`config.mk`:
```
export PLATFORM = sky130hd
export DESIGN_NAME = unidade_multdiv
export DESIGN_NICKNAME = d
export VERILOG_FILES = /design/src/rtl/unidade_multdiv_pkg.sv /design/src/rtl/unidade_multdiv_passo.sv /design/src/rtl/unidade_multdiv.sv
export SDC_FILE = /design/constraint.sdc
export NUM_CORES = 1
export LEC_CHECK = 0
export ABC_AREA = 0
export BUFFER_PORTS_ARGS = -buffer_cell sky130_fd_sc_hd__buf_2
export CELL_PAD_IN_SITES_DETAIL_PLACEMENT = 1
export CELL_PAD_IN_SITES_GLOBAL_PLACEMENT = 1
export CORE_ASPECT_RATIO = 2
export CORE_MARGIN = 5
export CORE_UTILIZATION = 45
export DETAILED_ROUTE_END_ITERATION = 7
export PLACE_DENSITY = 0.79
export SLEW_MARGIN = 10
export SYNTH_ARGS = -nofsm -noshare
export SYNTH_HDL_FRONTEND = slang
export SYNTH_SLANG_ARGS = --single-unit
```
`constraint.sdc`:
```
create_clock -name Clock -period 7.7 [get_ports Clock]
set_clock_uncertainty 0.2 [all_clocks]
set_input_delay 0.385 -clock Clock [delete_from_list [all_inputs] [get_ports Clock]]
set_output_delay 0.385 -clock Clock [all_outputs]
set_load 0.05 [all_outputs]
```
`src/rtl/unidade_multdiv_pkg.sv`:
```
// Shared definitions for the iterative multiply/divide unit: default width,
// operation codes, FSM state encoding and the iteration counter width.
package pacote_multdiv;

    localparam int LARGURA_PADRAO = 32;

    // Operation codes as presented on Operacao together with Inicio
    typedef enum logic [1:0] {
        OP_MULT  = 2'b00,
        OP_MULTU = 2'b01,
        OP_DIV   = 2'b10,
        OP_DIVU  = 2'b11
    } op_e;

    // Control FSM states
    typedef enum logic [1:0] {
        OCIOSO  = 2'b00,
        PREPARA = 2'b01,
        CALCULA = 2'b10,
        AJUSTA  = 2'b11
    } estado_e;

    // Counter width able to index every iteration; never narrower than one bit
    function automatic int largura_contador(input int iteracoes);
        return (iteracoes > 1) ? $clog2(iteracoes) : 1;
    endfunction

    localparam int LARGURA_CONT_PADRAO = largura_contador(LARGURA_PADRAO);

endpackage

```
`src/rtl/unidade_multdiv_passo.sv`:
```
// One combinational iteration of the multiply/divide datapath.
// Multiply: shift-add on a {partial product, remaining multiplier} accumulator.
// Divide: restoring shift-subtract on a {remainder, dividend/quotient} accumulator;
// the quotient bit is returned separately and merged by the wrapper.
import pacote_multdiv::*;

module passo_multdiv #(
    parameter int LARGURA = LARGURA_PADRAO
) (
    input  logic [2*LARGURA-1:0] acumulador,
    input  logic [LARGURA-1:0]   operando,
    input  logic                 divide,
    output logic [2*LARGURA-1:0] acumulador_prox,
    output logic                 bit_quociente
);

    logic [LARGURA-1:0] parte_alta;
    logic [LARGURA-1:0] parte_baixa;
    logic [LARGURA:0]   resto_desl;
    logic [LARGURA:0]   soma;
    logic               cabe;

    // Compute both candidate steps and select by mode
    always_comb begin
        parte_alta      = acumulador[2*LARGURA-1:LARGURA];
        parte_baixa     = acumulador[LARGURA-1:0];
        resto_desl      = {parte_alta, parte_baixa[LARGURA-1]};
        cabe            = (resto_desl >= {1'b0, operando});
        soma            = {1'b0, parte_alta} + (parte_baixa[0] ? {1'b0, operando} : '0);
        acumulador_prox = '0;
        bit_quociente   = 1'b0;
        if (divide) begin
            if (cabe) begin
                acumulador_prox = {resto_desl[LARGURA-1:0] - operando,
                                   parte_baixa[LARGURA-2:0], 1'b0};
                bit_quociente   = 1'b1;
            end else begin
                acumulador_prox = {resto_desl[LARGURA-1:0],
                                   parte_baixa[LARGURA-2:0], 1'b0};
            end
        end else begin
            acumulador_prox = {soma, parte_baixa[LARGURA-1:1]};
        end
    end

endmodule

```
`src/rtl/unidade_multdiv.sv`:
```
// Iterative multiply/divide unit with private HI/LO registers (mult, multu,
// div, divu, mthi, mtlo). Signed operations run on magnitudes and the signs
// are applied in the final cycle.
// Optional feature macro: MULTDIV_DIVZERO_EN -- early exit on a zero divisor
// with a sticky DivZero flag and HI/LO left untouched.
import pacote_multdiv::*;

module unidade_multdiv #(
    parameter int LARGURA   = LARGURA_PADRAO,
    parameter int ITERACOES = LARGURA
) (
    input  logic               Clock,
    input  logic               Reset,
    input  logic               Inicio,
    input  logic [1:0]         Operacao,
    input  logic [LARGURA-1:0] OperandoA,
    input  logic [LARGURA-1:0] OperandoB,
    input  logic               EscreveHi,
    input  logic               EscreveLo,
    input  logic [LARGURA-1:0] DadoEscrita,
    output logic [LARGURA-1:0] Hi,
    output logic [LARGURA-1:0] Lo,
    output logic               Ocupado,
    output logic               Pronto
`ifdef MULTDIV_DIVZERO_EN
    ,
    output logic               DivZero
`endif
);

    localparam int LARGURA_CONT = largura_contador(ITERACOES);

    estado_e                 estado_q, estado_d;
    op_e                     op_q, op_d;
    logic [LARGURA-1:0]      opa_q, opa_d;
    logic [LARGURA-1:0]      opb_q, opb_d;
    logic [LARGURA-1:0]      operando_q, operando_d;
    logic [2*LARGURA-1:0]    acc_q, acc_d;
    logic [LARGURA_CONT-1:0] cont_q, cont_d;
    logic                    neg_res_q, neg_res_d;
    logic                    neg_rem_q, neg_rem_d;
    logic [LARGURA-1:0]      hi_q, hi_d;
    logic [LARGURA-1:0]      lo_q, lo_d;
    logic                    pronto_q, pronto_d;
`ifdef MULTDIV_DIVZERO_EN
    logic                    divzero_q, divzero_d;
    logic                    zero_pend_q, zero_pend_d;
    logic                    divisor_zero;
`endif

    logic                    e_divisao;
    logic                    e_com_sinal;
    logic                    sinal_a;
    logic                    sinal_b;
    logic [LARGURA-1:0]      mag_a;
    logic [LARGURA-1:0]      mag_b;
    logic [2*LARGURA-1:0]    produto_final;
    logic [LARGURA-1:0]      quoc_final;
    logic [LARGURA-1:0]      resto_final;
    logic [2*LARGURA-1:0]    acc_passo;
    logic                    bit_quociente;

    assign e_divisao     = (op_q == OP_DIV) || (op_q == OP_DIVU);
    assign e_com_sinal   = (op_q == OP_MULT) || (op_q == OP_DIV);
    assign sinal_a       = e_com_sinal & opa_q[LARGURA-1];
    assign sinal_b       = e_com_sinal & opb_q[LARGURA-1];
    assign mag_a         = sinal_a ? -opa_q : opa_q;
    assign mag_b         = sinal_b ? -opb_q : opb_q;
    assign produto_final = neg_res_q ? -acc_q : acc_q;
    assign quoc_final    = neg_res_q ? -acc_q[LARGURA-1:0] : acc_q[LARGURA-1:0];
    assign resto_final   = neg_rem_q ? -acc_q[2*LARGURA-1:LARGURA] : acc_q[2*LARGURA-1:LARGURA];
`ifdef MULTDIV_DIVZERO_EN
    assign divisor_zero  = e_divisao && (opb_q == '0);
`endif

    passo_multdiv #(
        .LARGURA(LARGURA)
    ) u_passo (
        .acumulador     (acc_q),
        .operando       (operando_q),
        .divide         (e_divisao),
        .acumulador_prox(acc_passo),
        .bit_quociente  (bit_quociente)
    );

    // Next-state and datapath control; every register holds unless its state acts on it
    always_comb begin
        estado_d   = estado_q;
        op_d       = op_q;
        opa_d      = opa_q;
        opb_d      = opb_q;
        operando_d = operando_q;
        acc_d      = acc_q;
        cont_d     = cont_q;
        neg_res_d  = neg_res_q;
        neg_rem_d  = neg_rem_q;
        hi_d       = hi_q;
        lo_d       = lo_q;
        pronto_d   = 1'b0;
`ifdef MULTDIV_DIVZERO_EN
        divzero_d   = divzero_q;
        zero_pend_d = zero_pend_q;
`endif
        case (estado_q)
            OCIOSO: begin
                if (Inicio) begin
                    estado_d = PREPARA;
                    op_d     = op_e'(Operacao);
                    opa_d    = OperandoA;
                    opb_d    = OperandoB;
`ifdef MULTDIV_DIVZERO_EN
                    divzero_d   = 1'b0;
                    zero_pend_d = 1'b0;
`endif
                end else begin
                    if (EscreveHi) begin
                        hi_d = DadoEscrita;
                    end
                    if (EscreveLo) begin
                        lo_d = DadoEscrita;
                    end
                end
            end
            PREPARA: begin
                neg_res_d = sinal_a ^ sinal_b;
                neg_rem_d = sinal_a;
                cont_d    = '0;
                if (e_divisao) begin
                    operando_d = mag_b;
                    acc_d      = {{LARGURA{1'b0}}, mag_a};
                end else begin
                    operando_d = mag_a;
                    acc_d      = {{LARGURA{1'b0}}, mag_b};
                end
                estado_d = CALCULA;
`ifdef MULTDIV_DIVZERO_EN
                if (divisor_zero) begin
                    if (!zero_pend_q) begin
                        zero_pend_d = 1'b1;
                        estado_d    = PREPARA;
                    end else begin
                        zero_pend_d = 1'b0;
                        divzero_d   = 1'b1;
                        pronto_d    = 1'b1;
                        estado_d    = OCIOSO;
                    end
                end
`endif
            end
            CALCULA: begin
                acc_d  = acc_passo | {{(2*LARGURA-1){1'b0}}, bit_quociente};
                cont_d = cont_q + LARGURA_CONT'(1);
                if (cont_q == LARGURA_CONT'(ITERACOES - 1)) begin
                    estado_d = AJUSTA;
                end
            end
            AJUSTA: begin
                if (e_divisao) begin
                    hi_d = resto_final;
                    lo_d = quoc_final;
                end else begin
                    hi_d = produto_final[2*LARGURA-1:LARGURA];
                    lo_d = produto_final[LARGURA-1:0];
                end
                pronto_d = 1'b1;
                estado_d = OCIOSO;
            end
            default: begin
                estado_d = OCIOSO;
            end
        endcase
    end

    // State register with synchronous reset that also clears HI/LO and aborts any operation
    always_ff @(posedge Clock) begin
        if (Reset) begin
            estado_q   <= OCIOSO;
            op_q       <= OP_MULT;
            opa_q      <= '0;
            opb_q      <= '0;
            operando_q <= '0;
            acc_q      <= '0;
            cont_q     <= '0;
            neg_res_q  <= 1'b0;
            neg_rem_q  <= 1'b0;
            hi_q       <= '0;
            lo_q       <= '0;
            pronto_q   <= 1'b0;
`ifdef MULTDIV_DIVZERO_EN
            divzero_q   <= 1'b0;
            zero_pend_q <= 1'b0;
`endif
        end else begin
            estado_q   <= estado_d;
            op_q       <= op_d;
            opa_q      <= opa_d;
            opb_q      <= opb_d;
            operando_q <= operando_d;
            acc_q      <= acc_d;
            cont_q     <= cont_d;
            neg_res_q  <= neg_res_d;
            neg_rem_q  <= neg_rem_d;
            hi_q       <= hi_d;
            lo_q       <= lo_d;
            pronto_q   <= pronto_d;
`ifdef MULTDIV_DIVZERO_EN
            divzero_q   <= divzero_d;
            zero_pend_q <= zero_pend_d;
`endif
        end
    end

    assign Hi      = hi_q;
    assign Lo      = lo_q;
    assign Ocupado = (estado_q != OCIOSO);
    assign Pronto  = pronto_q;
`ifdef MULTDIV_DIVZERO_EN
    assign DivZero = divzero_q;
`endif

endmodule

```
Word level (Yosys, flattened, before mapping) --
Cells that the tools add are included.
Cells by class: $add $sub $neg 8, $mul 0, divide/modulo/power cells 0, $lt $le $gt $ge 1, eq/ne operators 11, shift operators 0, muxes and demuxes 26, bitwise gates (word level) 4, reductions and logical operators 11
Operators by type and width (count):
- $mux W32 | 13
- $mux W64 | 3
- $neg A32 Y32 | 4
- $pmux W32 S2 | 2
- $pmux W64 S2 | 1
- $neg A64 Y64 | 1
- $or A64 B1 Y64 | 1
- $add A32 B33 Y33 | 1
- $ge A33 B32 Y1 | 1
- $sub A32 B32 Y32 | 1
- $ne A2 B2 Y1 const B | 5
- $pmux W5 S2 | 1
- $eq A2 B2 Y1 const B | 4
- $pmux W2 S4 | 1
- $reduce_and A3 Y1 | 2
- $reduce_bool A2 Y1 | 3
- $add A5 B1 Y5 const B | 1
- $eq A5 B5 Y1 const B | 1
- $logic_not A2 Y1 | 2
- $mux W2 | 2
- $reduce_and A2 Y1 | 2
- $mux W1 | 3
- $and A1 B1 Y1 | 2
- $eq A2 B1 Y1 const B | 1
- 2 further kinds | 3
Word-level totals: register bits 236, bits in latches 0, memory bits (writable) 0, memory bits (read-only) 0, input bits 103, output and inout bits 66, word-level logic and storage cells 73, memories kept 0

Longest topological paths before layout --
Gate-level depths: netlist of the first run.
depth in word-level cells 6, gate-level depth with buffers 14, depth with buffers taken out 13

Hierarchy --
From an unflattened synthesis of the first run, not the netlist that was laid out.
Unflattened totals: cells, all modules 2267, area, all modules 17053.9 um2
By module, submodules not included:
- unidade_multdiv | instances 1, cells each 1603, area an instance 12528.3 um2, sequential area each 4724.5 um2
- passo_multdiv | instances 1, cells each 664, area an instance 4525.6 um2, sequential area each 0.0 um2

Worst setup path after synthesis of the first run --
Ideal clock, no wire load.
kind register -> register, start point register acc_q[55], end point register acc_q[32], library setup time 0.135 ns, data arrival time 2.860 ns, required time 7.365 ns, path slack 4.506 ns, stages on the path, launching flop included 13, period minus slack after synthesis 3.194 ns, cells stage by stage dfxtp_1 > ha_1 > clkbuf_1 > a21oi_1 > nand2_1 > o21ai_0 > o21ai_0 > a221o_1 > a31o_2 > clkbuf_1 > buf_1 > o21ai_0 > o221ai_1
Between the ends: longest elaborated chain between the ends 5
Ends and longest elaborated chain:
- start, declared | line unidade_multdiv.sv:38 | logic [2*LARGURA-1:0] acc_q, acc_d;
- start signal, assigned | line unidade_multdiv.sv:182 | acc_q <= '0;
- start signal, assigned | line unidade_multdiv.sv:199 | acc_q <= acc_d;
- $ge A33 B32 Y1 | line unidade_multdiv_passo.sv:28 | cabe = (resto_desl >= {1'b0, operando});
- $mux W64 | line unidade_multdiv_passo.sv:33 | if (cabe) begin
- $mux W64 | line unidade_multdiv_passo.sv:32 | if (divide) begin
- $or A64 B1 Y64 | line unidade_multdiv.sv:151 | acc_d = acc_passo | {{(2*LARGURA-1){1'b0}}, bit_quociente};
- $pmux W64 S2 | line unidade_multdiv.sv:104 | case (estado_q)
Every way passes these cells. A chain may end at the register's enable or synchronous reset.

Final worst setup path of the first run --
start point register acc_q[0], end point register acc_q[51]
Between the ends: longest elaborated chain between the ends 5
Ends and longest elaborated chain:
- $mux W32 | line unidade_multdiv_passo.sv:29 | soma = {1'b0, parte_alta} + (parte_baixa[0] ? {1'b0, operando} : '0);
- $add A32 B33 Y33 | line unidade_multdiv_passo.sv:29
- $mux W64 | line unidade_multdiv_passo.sv:32
- $or A64 B1 Y64 | line unidade_multdiv.sv:151
- $pmux W64 S2 | line unidade_multdiv.sv:104
Every way passes these cells.

==> summary.log, run 1 <==
INFO  run_status     status=complete, no violations
INFO  global_routing first_global_vias=19.7k
INFO  synth          ys_warn_count=0
INFO  placement      port_buffers=168
INFO  power_and_ir_drop power.ir.vdd_worst=0.000486V
INFO  route          totalWireLength=77,100µm
INFO  clock_network  cts_tree=yes
INFO  worst_setup_path start_kind=flip-flop
INFO  synth          synth_edf_count=0
INFO  synth          synth.ff_latch_count=236
INFO  synth          synth_cells=2,274
INFO  synth          postSynth.asyncResetShare=0%
INFO  global_routing track_usage=35.5%
INFO  hold_path      timing.hold.worst.start=DadoEscrita[10]
INFO  power_and_ir_drop swShare=50.7%
INFO  global_routing grt_antenna_before_repair=1
INFO  sta            hold_slack=19.6ps
INFO  clock_network  htree_levels=1
INFO  sta            worst_slew_pin_slew=1160ps
INFO  floorplanning  rows=101
INFO  cells_and_area areaGrowthSynthToFinish=15.3%
INFO  synth          synth_area=0.0171mm²
INFO  synth          synthesized_nets=2,453
INFO  sta            grt_setup_unrepaired=no
INFO  clock_network  cts.reportedPaths.clkPinSlew=70ps
INFO  route          wire_per_inst=26.5µm
INFO  cells_and_area drive_gt1_share=11.8%
INFO  sta            achievable_frequency=233MHz
INFO  route          first_pass_iters=5
INFO  worst_setup_path worst_path_maximum_fanout=30
INFO  worst_setup_path regToRegStartpoint=acc_q[0]
INFO  sta            final_min_period_over_clock_period=55.8%
INFO  global_routing grt_max_degree=108
INFO  hold_path      hp-class=input pin to flip-flop
INFO  synth          syn_area_per_cell=7.53µm²
INFO  synth          cell_types_with_the_highest_counts_after_synthesis=nand2_1 (308), nor2_1 (267), a21oi_1 (240)
INFO  worst_setup_path setup.reg_to_reg.worst_slack=3400ps
INFO  floorplanning  die_h=286µm
INFO  synth          yosys.area.top_type=dfxtp_1
INFO  worst_setup_path cp_data_arrival_time=4470ps
INFO  run            drv_cap=0
INFO  clock_network  clkLatencyLatePin=570ps
INFO  floorplanning  die_w=148µm
INFO  clock_network  cts_max_path_buffers=3
INFO  sta            post-route-min-period=4300ps
INFO  sta            final_max_slew_viol_count=0
INFO  cells_and_area seqCellArea=0.00473mm²
INFO  floorplanning  core_region_area=0.0378mm²
INFO  placement      dp_hpwl=59,600µm
INFO  power_and_ir_drop clock_power_share=17.8%
INFO  worst_setup_path crit_type=flip-flop to flip-flop
INFO  worst_setup_path critPathCaptureType=flip-flop
INFO  clock_network  root_buffer=clkbuf_16
INFO  power_and_ir_drop p_switching=3.74mW
INFO  sta            totalNegativeSetupSlack=0ps
INFO  worst_setup_path r2r_end=acc_q[51]
INFO  cells_and_area area_occupied_by_multi_input_gates=0.0115mm²
INFO  cells_and_area layout.nets=2,601
INFO  floorplanning  die_area=0.0423mm²
INFO  sta            timing_hold_violations_final=0
INFO  worst_setup_path worst_ep_required_time=7870ps
INFO  clock_network  cts_resized=0
INFO  power_and_ir_drop power_density=374mW/mm²
INFO  route          antenna_left=0
INFO  synth          synthDistinctLibCells=86
INFO  route          detailroute.via_count=18.4k
INFO  global_routing grt.overflow.total=0
INFO  floorplanning  num_io_pins=169
INFO  power_and_ir_drop cell_internal_pwr=3.64mW
INFO  synth          synth_largest_type_area_fraction=27.6%
INFO  power_and_ir_drop total_leakage_power=8.46nW
INFO  power_and_ir_drop power.share.sequential=23.7%
INFO  clock_network  cts_made_buffers=24
INFO  hold_path      worst_hold_path.endpoint=Hi[10]
INFO  cells_and_area final.fill_count=4,727
INFO  global_routing global_route_wire_length_before_repair=116,000µm
INFO  route          detail_route.vias_per_cell=6.33
INFO  worst_setup_path r2r_cells=13
INFO  synth          synth_area_leaders=dfxtp_1 (28%), a21oi_1 (7.0%), nand2_1 (6.8%), nor2_1 (5.9%), ha_1 (5.4%)
INFO  sta            report.final.setup_viol=0
INFO  placement      routabilityCongestion=1.01
INFO  synth          seq_area_frac_synth=27.6%
INFO  power_and_ir_drop power.share.combinational=58.5%
INFO  route          route.detailed.drc=0
INFO  hold_path      cell_depth_of_the_worst_hold_path=3
INFO  floorplanning  initial_core_util=45.3%
INFO  synth          post-synth-top-count-cell=nand2_1
INFO  sta            max-slew-margin-rel=22.7%
INFO  synth          synthFlopType=dfxtp_1
INFO  route          drt-initial-drc-count=994
INFO  clock_network  clkSinkCount=236
[state kept, by name, indices dropped and copies added, names as in the netlist]
signal,flops
opb_q,32
acc_q,64
neg_res_q,1
cont_q,5
estado_q,2
op_q,2
operando_q,32
Hi,32
neg_rem_q,1
Lo,32
opa_q,32
Pronto,1
[final cells by class]
cell class	count	area share (%)
clock inverter	12	0.925
inverter	73	1.39
tap	463	2.93
antenna	1	0.0127
multi-input combinational	1819	58.3
timing repair buffer	268	9.09
sequential	236	23.9
clock buffer	31	3.38
[cells in the final DEF (no fill, tap or decap), drive strengths merged, types with 9 or more instances in the layout]
master and count:
nand2 308, nor2 267, a21oi 242, dfxtp 236, buf 189, o21ai 134
xor2 88, xnor2 82, dlygate4sd3 79, ha 74, inv 74, mux2i 57
a211oi 50, nor3 44, a21o 43, nand3 31, clkbuf 31, or3 24
o31ai 23, a22oi 22, o211ai 20, nor2b 18, a31oi 18, mux4 18
nor4 18, nand2b 16, nand4 16, or4 15, and3 14, o21bai 14
and2 14, o41ai 13, o21a 12, a2111oi 10, mux2 10, a22o 9
[power by group through the flow]
stage	clock (mW)	combinational (mW)	sequential (mW)
4_1_cts	1.32	4.25	1.74
5_1_grt	1.37	4.59	1.77
2_1_floorplan	0	2.77	1.83
3_5_place_dp	0	4.20	1.77
6_report	1.31	4.32	1.75
3_3_place_gp	0	4.11	1.75
[cells by family after synthesis]
family | Yosys count | share of synthesized area [%]
AOI/OAI and AO/OA | 679 | 25.1
xor gates and xnor gates | 170 | 8.69
adders and majority gates | 76 | 5.64
buffers and inverters | 219 | 5.36
DFF | 236 | 27.6
muxes | 85 | 6.38
and+or+nand+nor | 809 | 21.3
[through the flow]
step	instance area [µm²]	setup WS, ps	total power [mW]	instances	util, %
final	19700	3400	7.38	2903	52.3
after global routing	19700	3260	7.72	2902	52.2
after CTS	19700	3490	7.31	2902	52.2
after detailed placement	18100	3600	5.96	2780	47.9
after global placement	18100	3650	5.86	2780	47.9
after floorplan	17100	4510	4.60	2274	-
[per-layer routing]
metal | routed length (µm) | GRT usage (%) | vias to the layer above
li1 | - | - | 8404
met4 | 8440 | 31.4 | 0
met2 | 41600 | 68.6 | 617
met1 | 24100 | 31.2 | 9019
met5 | 0 | 0 | -
met3 | 2940 | 4.50 | 338
[worst max-delay path, cell delays in order (launching register included)]
cell,delay [ps]
dfxtp_1,560
inv_1,130
buf_4,300
nor2_1,210
ha_1,310
nor2b_1,170
o31ai_1,510
a21boi_0,310
o21ai_0,380
a21boi_0,180
o21ai_0,240
mux2i_1,200
and2_0,240
o221ai_1,150
[worst max-delay path by stage]
stage / to / depth (start not counted) / startpoint
after detailed placement: acc_q[51] / 13 / acc_q[0]
after floorplan: acc_q[32] / 12 / acc_q[55]
final: acc_q[51] / 13 / acc_q[0]
after CTS: acc_q[51] / 13 / acc_q[0]
after global placement: acc_q[51] / 12 / acc_q[0]
after global routing: acc_q[51] / 13 / acc_q[0]
[timing repair]
action / CTS / global route
endpoints found under the hold margin: 79 / 0
setup buffers: 0 / 0
hold buffers: 79 / 0
Power figures use the tool's default switching activity.
==> inputs of run 2 (changes only) <==
--- a/config.mk
+++ b/config.mk
@@ -5,15 +5,15 @@
 export SDC_FILE = /design/constraint.sdc
 export NUM_CORES = 1
 export LEC_CHECK = 0
-export ABC_AREA = 0
+export ABC_AREA = 1
 export BUFFER_PORTS_ARGS = -buffer_cell sky130_fd_sc_hd__buf_2
 export CELL_PAD_IN_SITES_DETAIL_PLACEMENT = 1
 export CELL_PAD_IN_SITES_GLOBAL_PLACEMENT = 1
 export CORE_ASPECT_RATIO = 2
 export CORE_MARGIN = 5
-export CORE_UTILIZATION = 45
+export CORE_UTILIZATION = 42
 export DETAILED_ROUTE_END_ITERATION = 7
-export PLACE_DENSITY = 0.79
+export PLACE_DENSITY = 0.78
 export SLEW_MARGIN = 10
 export SYNTH_ARGS = -nofsm -noshare
 export SYNTH_HDL_FRONTEND = slang
==> constraint.sdc (replaced) <==
create_clock -name Clock -period 4.42 [get_ports Clock]
set_clock_uncertainty 0.2 [all_clocks]
set_input_delay 0.221 -clock Clock [delete_from_list [all_inputs] [get_ports Clock]]
set_output_delay 0.221 -clock Clock [all_outputs]
set_load 0.05 [all_outputs]
==> run 2 against run 1 <==
Net effect:
- via count grew 50%
- design area grew 18%
- non-clock buffer count grew 38
- synthesized area grew 17%
- sequential cell count is the same
- setup slack lost 3200 ps
- sequential power grew 97%
- count of clock-buffer cells in the layout grew 1
- synthesized cell count grew 53%
- sequential share of layout area shrank 3.6 points
==> summary.log, run 2 <==
INFO  route          detailroute.via_count=27.6k
INFO  cells_and_area final.fill_count=6,707
INFO  worst_setup_path timing.critical_path.slowest_stage_cell=ha_1
INFO  synth          syn_area_per_cell=5.79µm²
INFO  placement      dp_hpwl=95,500µm
INFO  global_routing track_usage=48.7%
INFO  worst_setup_path critPathCaptureType=flip-flop
INFO  power_and_ir_drop power.ir.vdd_worst=0.000421V
INFO  worst_setup_path start_kind=flip-flop
INFO  floorplanning  rows=113
INFO  sta            totalNegativeSetupSlack=0ps
INFO  power_and_ir_drop post-layout-total-power=17.6mW
INFO  run            drv_cap=0
INFO  global_routing grt_antenna_before_repair=8
INFO  global_routing gr-usage-met1=42.9%
INFO  floorplanning  num_io_pins=169
INFO  worst_setup_path worst_ep_required_time=4650ps
INFO  power_and_ir_drop total_leakage_power=11.4nW
INFO  cells_and_area max_flop_register=acc_q
INFO  worst_setup_path crit_type=flip-flop to flip-flop
INFO  synth          synth_largest_type_area_fraction=23.5%
INFO  cells_and_area areaGrowthSynthToFinish=15.8%
INFO  sta            final_min_period_over_clock_period=95.6%
INFO  placement      placed_cells_incl_taps=4,155
INFO  sta            final_max_slew_viol_count=0
INFO  cells_and_area post_layout_nonfiller_instances=4,306
INFO  synth          synthDistinctLibCells=53
INFO  global_routing grt_max_degree=149
INFO  global_routing groute.layer.met3.usage=13.0%
INFO  placement      routabilityCongestion=1.11
INFO  synth          synth.ff_latch_count=236
INFO  cells_and_area most_frequent_cells_in_the_layout=nand2_1 (902), inv_1 (464), nand3_1 (379)
INFO  floorplanning  die_h=319µm
INFO  global_routing global_route_wire_length_before_repair=190,000µm
INFO  sta            grt_setup_unrepaired=no
INFO  cells_and_area seqCellArea=0.00473mm²
INFO  synth          synthFlopType=dfxtp_1
INFO  synth          yosys.area.top_type=dfxtp_1
INFO  hold_path      hp-class=input pin to flip-flop
INFO  worst_setup_path max_stage_delay_on_crit_path=630ps
INFO  clock_network  root_buffer=clkbuf_16
INFO  floorplanning  core_region_area=0.0475mm²
INFO  synth          seq_area_frac_synth=23.5%
INFO  clock_network  clkLatencyLatePin=600ps
INFO  route          first_pass_iters=5
INFO  synth          post-synth-top-count-cell=nand2_1
INFO  sta            report.final.setup_viol=0
INFO  floorplanning  die_area=0.0526mm²
INFO  clock_network  cts_max_path_buffers=3
INFO  cells_and_area layout.nets=3,827
INFO  clock_network  clkSinkCount=236
INFO  worst_setup_path worst_path_maximum_fanout=13
INFO  route          route.detailed.drc=0
INFO  sta            achievable_frequency=237MHz
INFO  worst_setup_path path_common_cell=nand2_1
INFO  cells_and_area largest_register_ffs=64
INFO  synth          cell_types_with_the_highest_counts_after_synthesis=nand2_1 (903), inv_1 (467), nand3_1 (379)
INFO  global_routing grt.overflow.total=0
INFO  worst_setup_path cp_cell_sequence=buf_4, nand2_1, inv_1, ha_1, nand3_1, nand3_1, nand2_1, nand2_1, nand2_1, nand2_1, nand2_1, nand3_1, nand3_1, nand3_1, a21oi_1
INFO  floorplanning  initial_core_util=42.3%
INFO  cells_and_area final_common_cell=nand2_1
INFO  placement      port_buffers=168
INFO  synth          synthesized_nets=3,652
INFO  clock_network  number_of_buffers_inserted_by_post_cts_setup_repair=0
INFO  clock_network  cts.reportedPaths.clkPinSlew=80ps
INFO  global_routing top_usage_layer_grt=met2
INFO  cells_and_area drive_gt1_share=8.97%
INFO  synth          ys_warn_count=0
INFO  route          wire_per_inst=30.7µm
INFO  sta            post-route-min-period=4230ps
INFO  clock_network  cts_made_buffers=24
INFO  synth          synth_edf_count=0
INFO  sta            worst_slew_pin_slew=1250ps
INFO  worst_setup_path cp_data_arrival_time=4460ps
INFO  clock_network  cts_tree=yes
INFO  synth          synth_area_leaders=dfxtp_1 (24%), nand2_1 (17%), nand3_1 (9.4%), a21oi_1 (8.9%), inv_1 (8.7%)
INFO  global_routing first_global_vias=28.7k
INFO  synth          postSynth.asyncResetShare=0%
INFO  route          totalWireLength=132,000µm
INFO  sta            timing_hold_violations_final=0
INFO  sta            hold_slack=6.95ps
INFO  cells_and_area area_occupied_by_multi_input_gates=0.0129mm²
INFO  synth          synth_cells=3,473
INFO  route          antenna_left=0
INFO  route          drt-initial-drc-count=2,867
INFO  run_status     status=complete, no violations
INFO  floorplanning  die_w=165µm
INFO  global_routing met2_usage_in_global_routing=80.6%
INFO  synth          synth_area=0.0201mm²
INFO  sta            max-slew-margin-rel=16.8%
INFO  clock_network  htree_levels=1
INFO  route          detail_route.vias_per_cell=6.41
INFO  power_and_ir_drop power_density=758mW/mm²
run 2: cell types whose count changed in the layout (fill, tap and decap cells not counted), sizes merged, moves of 29 or more:
cell / before / now
nand2: 308 / 919
o21ai: 134 / 286
a211oi: 50 / 0
a21o: 43 / 4
mux2i: 57 / 0
xor2: 88 / 49
o211ai: 20 / 49
inv: 74 / 480
nand3: 31 / 384
xnor2: 82 / 8
nand4: 16 / 72
a21oi: 242 / 360
run 2: cells by family (layout without fill, tap and decap cells):
group | count (synthesis) | after routing | share of synthesized area [%]
flops | 236 | 236 | 23.5
simple gates | 1717 | 1717 | 37.0
other cells | 0 | 8 | 0
compound gates | 749 | 749 | 19.9
buf+inv | 638 | 831 | 12.3
xor+xnor | 57 | 57 | 2.48
fa+ha+maj | 76 | 76 | 4.81
run 2: routing by layer:
metal	routed length, µm	vias up	part of all wire [%]
met2	61700	1896	47
met1	38200	12951	29
met4	21400	6	16
li1	-	11760	-
met5	34	-	0.026
met3	11000	1002	8.3
run 2: path summary, 6_finish.rpt:
kind	slack, ps	endpoint	startpoint	cells after the start
max	190	acc_q[62]	acc_q[0]	15
min	7	opa_q[8]	Inicio	3
max reg2reg	190	acc_q[62]	acc_q[0]	15
min reg2reg	300	operando_q[19]	operando_q[19]	2
run 2: cell type report:
class,instances,share of cell area [%]
diodes,8,0.0860
clock buffers,32,3.02
clock inverters,12,0.565
inverters,481,7.79
multi-input cells,2599,55.6
flip-flops and latches,236,20.3
well taps,632,3.40
repair buffers,306,9.24
run 2: report_power, final:
part	internal [mW]	switching, mW
Sequential	2.68	0.760
Combinational	2.84	9.00
Clock	1.24	1.10
Total	6.77	10.9
run 2: per-stage QoR:
stage | util, % | setup WS (ps) | cell area (µm²)
after floorplan | - | 1640 | 20100
after global placement | 45.1 | 603 | 21400
after detailed placement | 45.1 | 660 | 21400
after CTS | 48.9 | 627 | 23200
after global routing | 49.0 | 135 | 23300
final | 49.0 | 194 | 23300
run 2: repair_timing:
item	CTS	global route
resized for setup	0	1
hold buffers	99	0
setup endpoints to repair	0	1
endpoints found under the hold margin	130	0
run 2: critical path, delay by kind of cell (launching register included):
kind / cells / cell delay [ps]
adders and majority gates: 1 / 630
AOI/OAI and AO/OA: 1 / 90
DFF: 1 / 340
buffers and inverters: 2 / 230
and+or+nand+nor: 11 / 2580
==> inputs of run 3 (changes only) <==
--- a/config.mk
+++ b/config.mk
@@ -6,10 +6,11 @@
 export NUM_CORES = 1
 export LEC_CHECK = 0
 export ABC_AREA = 1
+export ABC_CLOCK_PERIOD_IN_PS = 4420
 export BUFFER_PORTS_ARGS = -buffer_cell sky130_fd_sc_hd__buf_2
 export CELL_PAD_IN_SITES_DETAIL_PLACEMENT = 1
 export CELL_PAD_IN_SITES_GLOBAL_PLACEMENT = 1
-export CORE_ASPECT_RATIO = 2
+export CORE_ASPECT_RATIO = 1.4
 export CORE_MARGIN = 5
 export CORE_UTILIZATION = 42
 export DETAILED_ROUTE_END_ITERATION = 7
==> run 3 against run 2 <==
Net effect:
- global-route usage decreased by 8.6 points
- die area decreased by 0.39%
- register-to-register slack improved by 460 ps
- fmax increased by 12%
- first-iteration DRC count decreased by 22%
- critical path type unchanged
- critical endpoint is now acc_q[53]
==> summary.log, run 3 (synthesis gave the netlist of run 2 again) <==
INFO  sta            report.final.setup_viol=0
INFO  clock_network  htree_levels=1
INFO  floorplanning  die_area=0.0524mm²
INFO  run            drv_cap=0
INFO  sta            worst_slew_pin_slew=1190ps
INFO  route          detailroute.via_count=26.0k
INFO  cells_and_area most_frequent_cells_in_the_layout=nand2_1 (902), inv_1 (465), nand3_1 (379)
INFO  worst_setup_path crit_type=flip-flop to flip-flop
INFO  floorplanning  initial_core_util=42.2%
INFO  clock_network  clkSinkCount=236
INFO  worst_setup_path cp_data_arrival_time=3990ps
INFO  global_routing grt_max_degree=94
INFO  clock_network  root_buffer=clkbuf_16
INFO  placement      port_buffers=168
INFO  route          antenna_left=0
INFO  worst_setup_path worst_ep_required_time=4650ps
INFO  sta            max-slew-margin-rel=20.8%
INFO  run_status     status=complete, no violations
INFO  route          totalWireLength=110,000µm
INFO  clock_network  cts_resized=0
INFO  clock_network  cts_max_path_buffers=3
INFO  global_routing global_route_wire_length_before_repair=163,000µm
INFO  sta            final_max_slew_viol_count=0
INFO  floorplanning  core_region_area=0.0477mm²
INFO  floorplanning  die_w=195µm
INFO  cells_and_area areaGrowthSynthToFinish=16.6%
INFO  sta            grt_setup_unrepaired=no
INFO  floorplanning  die_h=269µm
INFO  clock_network  clkLatencyLatePin=590ps
INFO  cells_and_area final_common_cell=nand2_1
INFO  route          route.detailed.drc=0
INFO  power_and_ir_drop total_leakage_power=11.5nW
INFO  global_routing grt.overflow.total=0
INFO  global_routing met2_usage_in_global_routing=68.7%
INFO  sta            achievable_frequency=266MHz
INFO  worst_setup_path critPathCaptureType=flip-flop
INFO  clock_network  cts.reportedPaths.clkPinSlew=70ps
INFO  clock_network  cts_tree=yes
INFO  power_and_ir_drop power_density=727mW/mm²
INFO  sta            final_min_period_over_clock_period=85.1%
INFO  power_and_ir_drop power.ir.vdd_worst=0.000489V
INFO  global_routing gr-usage-met1=44.0%
INFO  cells_and_area max_flop_register=acc_q
INFO  floorplanning  num_io_pins=169
INFO  placement      placed_cells_incl_taps=4,156
INFO  cells_and_area drive_gt1_share=9.10%
INFO  sta            post-route-min-period=3760ps
INFO  global_routing track_usage=40.0%
INFO  placement      dp_hpwl=83,900µm
INFO  route          first_pass_iters=5
INFO  cells_and_area post_layout_nonfiller_instances=4,316
INFO  placement      routabilityCongestion=1.04
INFO  global_routing top_usage_layer_grt=met2
INFO  hold_path      hp-class=input pin to flip-flop
INFO  clock_network  cts_made_buffers=28
INFO  worst_setup_path worst_path_maximum_fanout=19
INFO  sta            timing_hold_violations_final=0
INFO  global_routing groute.layer.met3.usage=6.04%
INFO  route          detail_route.vias_per_cell=6.03
INFO  global_routing first_global_vias=26.6k
INFO  sta            totalNegativeSetupSlack=0ps
INFO  worst_setup_path start_kind=flip-flop
INFO  cells_and_area layout.nets=3,837
INFO  global_routing grt_antenna_before_repair=7
INFO  route          wire_per_inst=25.5µm
INFO  cells_and_area largest_register_ffs=64
INFO  floorplanning  rows=95
INFO  route          drt-initial-drc-count=2,242
## run 3: metal layers
| layer | up-vias | routed length (µm) |
|---|---|---|
| li1 | 11758 | - |
| met1 | 12562 | 40000 |
| met2 | 1204 | 52000 |
| met3 | 484 | 7080 |
| met4 | 4 | 11100 |
| met5 | - | 33 |
## run 3: path summary, 6_finish.rpt
check | from | endpoint | slack [ps] | cells past startpoint
setup / recovery | operando_q[2] | acc_q[53] | 660 | 14
hold / removal | EscreveLo | Lo[22] | 80 | 5
setup reg to reg | operando_q[2] | acc_q[53] | 660 | 14
hold reg to reg | cont_q[4] | cont_q[4] | 290 | 2
## run 3: layout make-up
class | count | area [µm²]
antenna | 6 | 15.0
multi-input combinational | 2599 | 12900
fill | 6686 | 24200
timing repair buffer | 312 | 2190
clock buffer | 38 | 790
sequential | 236 | 4730
tap | 630 | 788
clock inverter | 14 | 190
inverter | 481 | 1810
## run 3: stage by stage
stage | hold slack [ps] | power (mW) | instance area [µm²] | utilization, % | setup WS, ps
5_1_grt | 118 | 17.9 | 23400 | 49.2 | 664
3_5_place_dp | 261 | 14.0 | 21400 | 45.0 | 814
2_1_floorplan | 181 | 10.3 | 20100 | - | 1640
6_report | 75.3 | 17.0 | 23400 | 49.2 | 658
3_3_place_gp | 259 | 13.7 | 21400 | 45.0 | 825
4_1_cts | 58.2 | 16.6 | 23400 | 49.2 | 793
## run 3: what timing repair did
| item | 4_1_cts | 5_1_grt |
|---|---|---|
| endpoints found under the hold margin | 131 | 0 |
| buffers inserted | 0 | 0 |
| hold buffers | 102 | 0 |
## run 3: critical path: stages (launching register included)
cell and delay, ps:
dfxtp_1 490, inv_1 90, ha_1 590, nand2_1 130
nor2_1 170, nand3_1 110, nand3_2 160, nand2_1 80
nand2_2 150, nand2_2 260, nand2_4 140, buf_4 350
nand4_1 390, nand4_1 190, a21oi_1 80
## run 3: power by group
part	internal, mW	leakage (nW)	total [mW]	switching (mW)
Clock	1.49	0.464	2.60	1.11
Combinational	2.83	9.09	11.1	8.23
Sequential	2.68	1.94	3.39	0.705
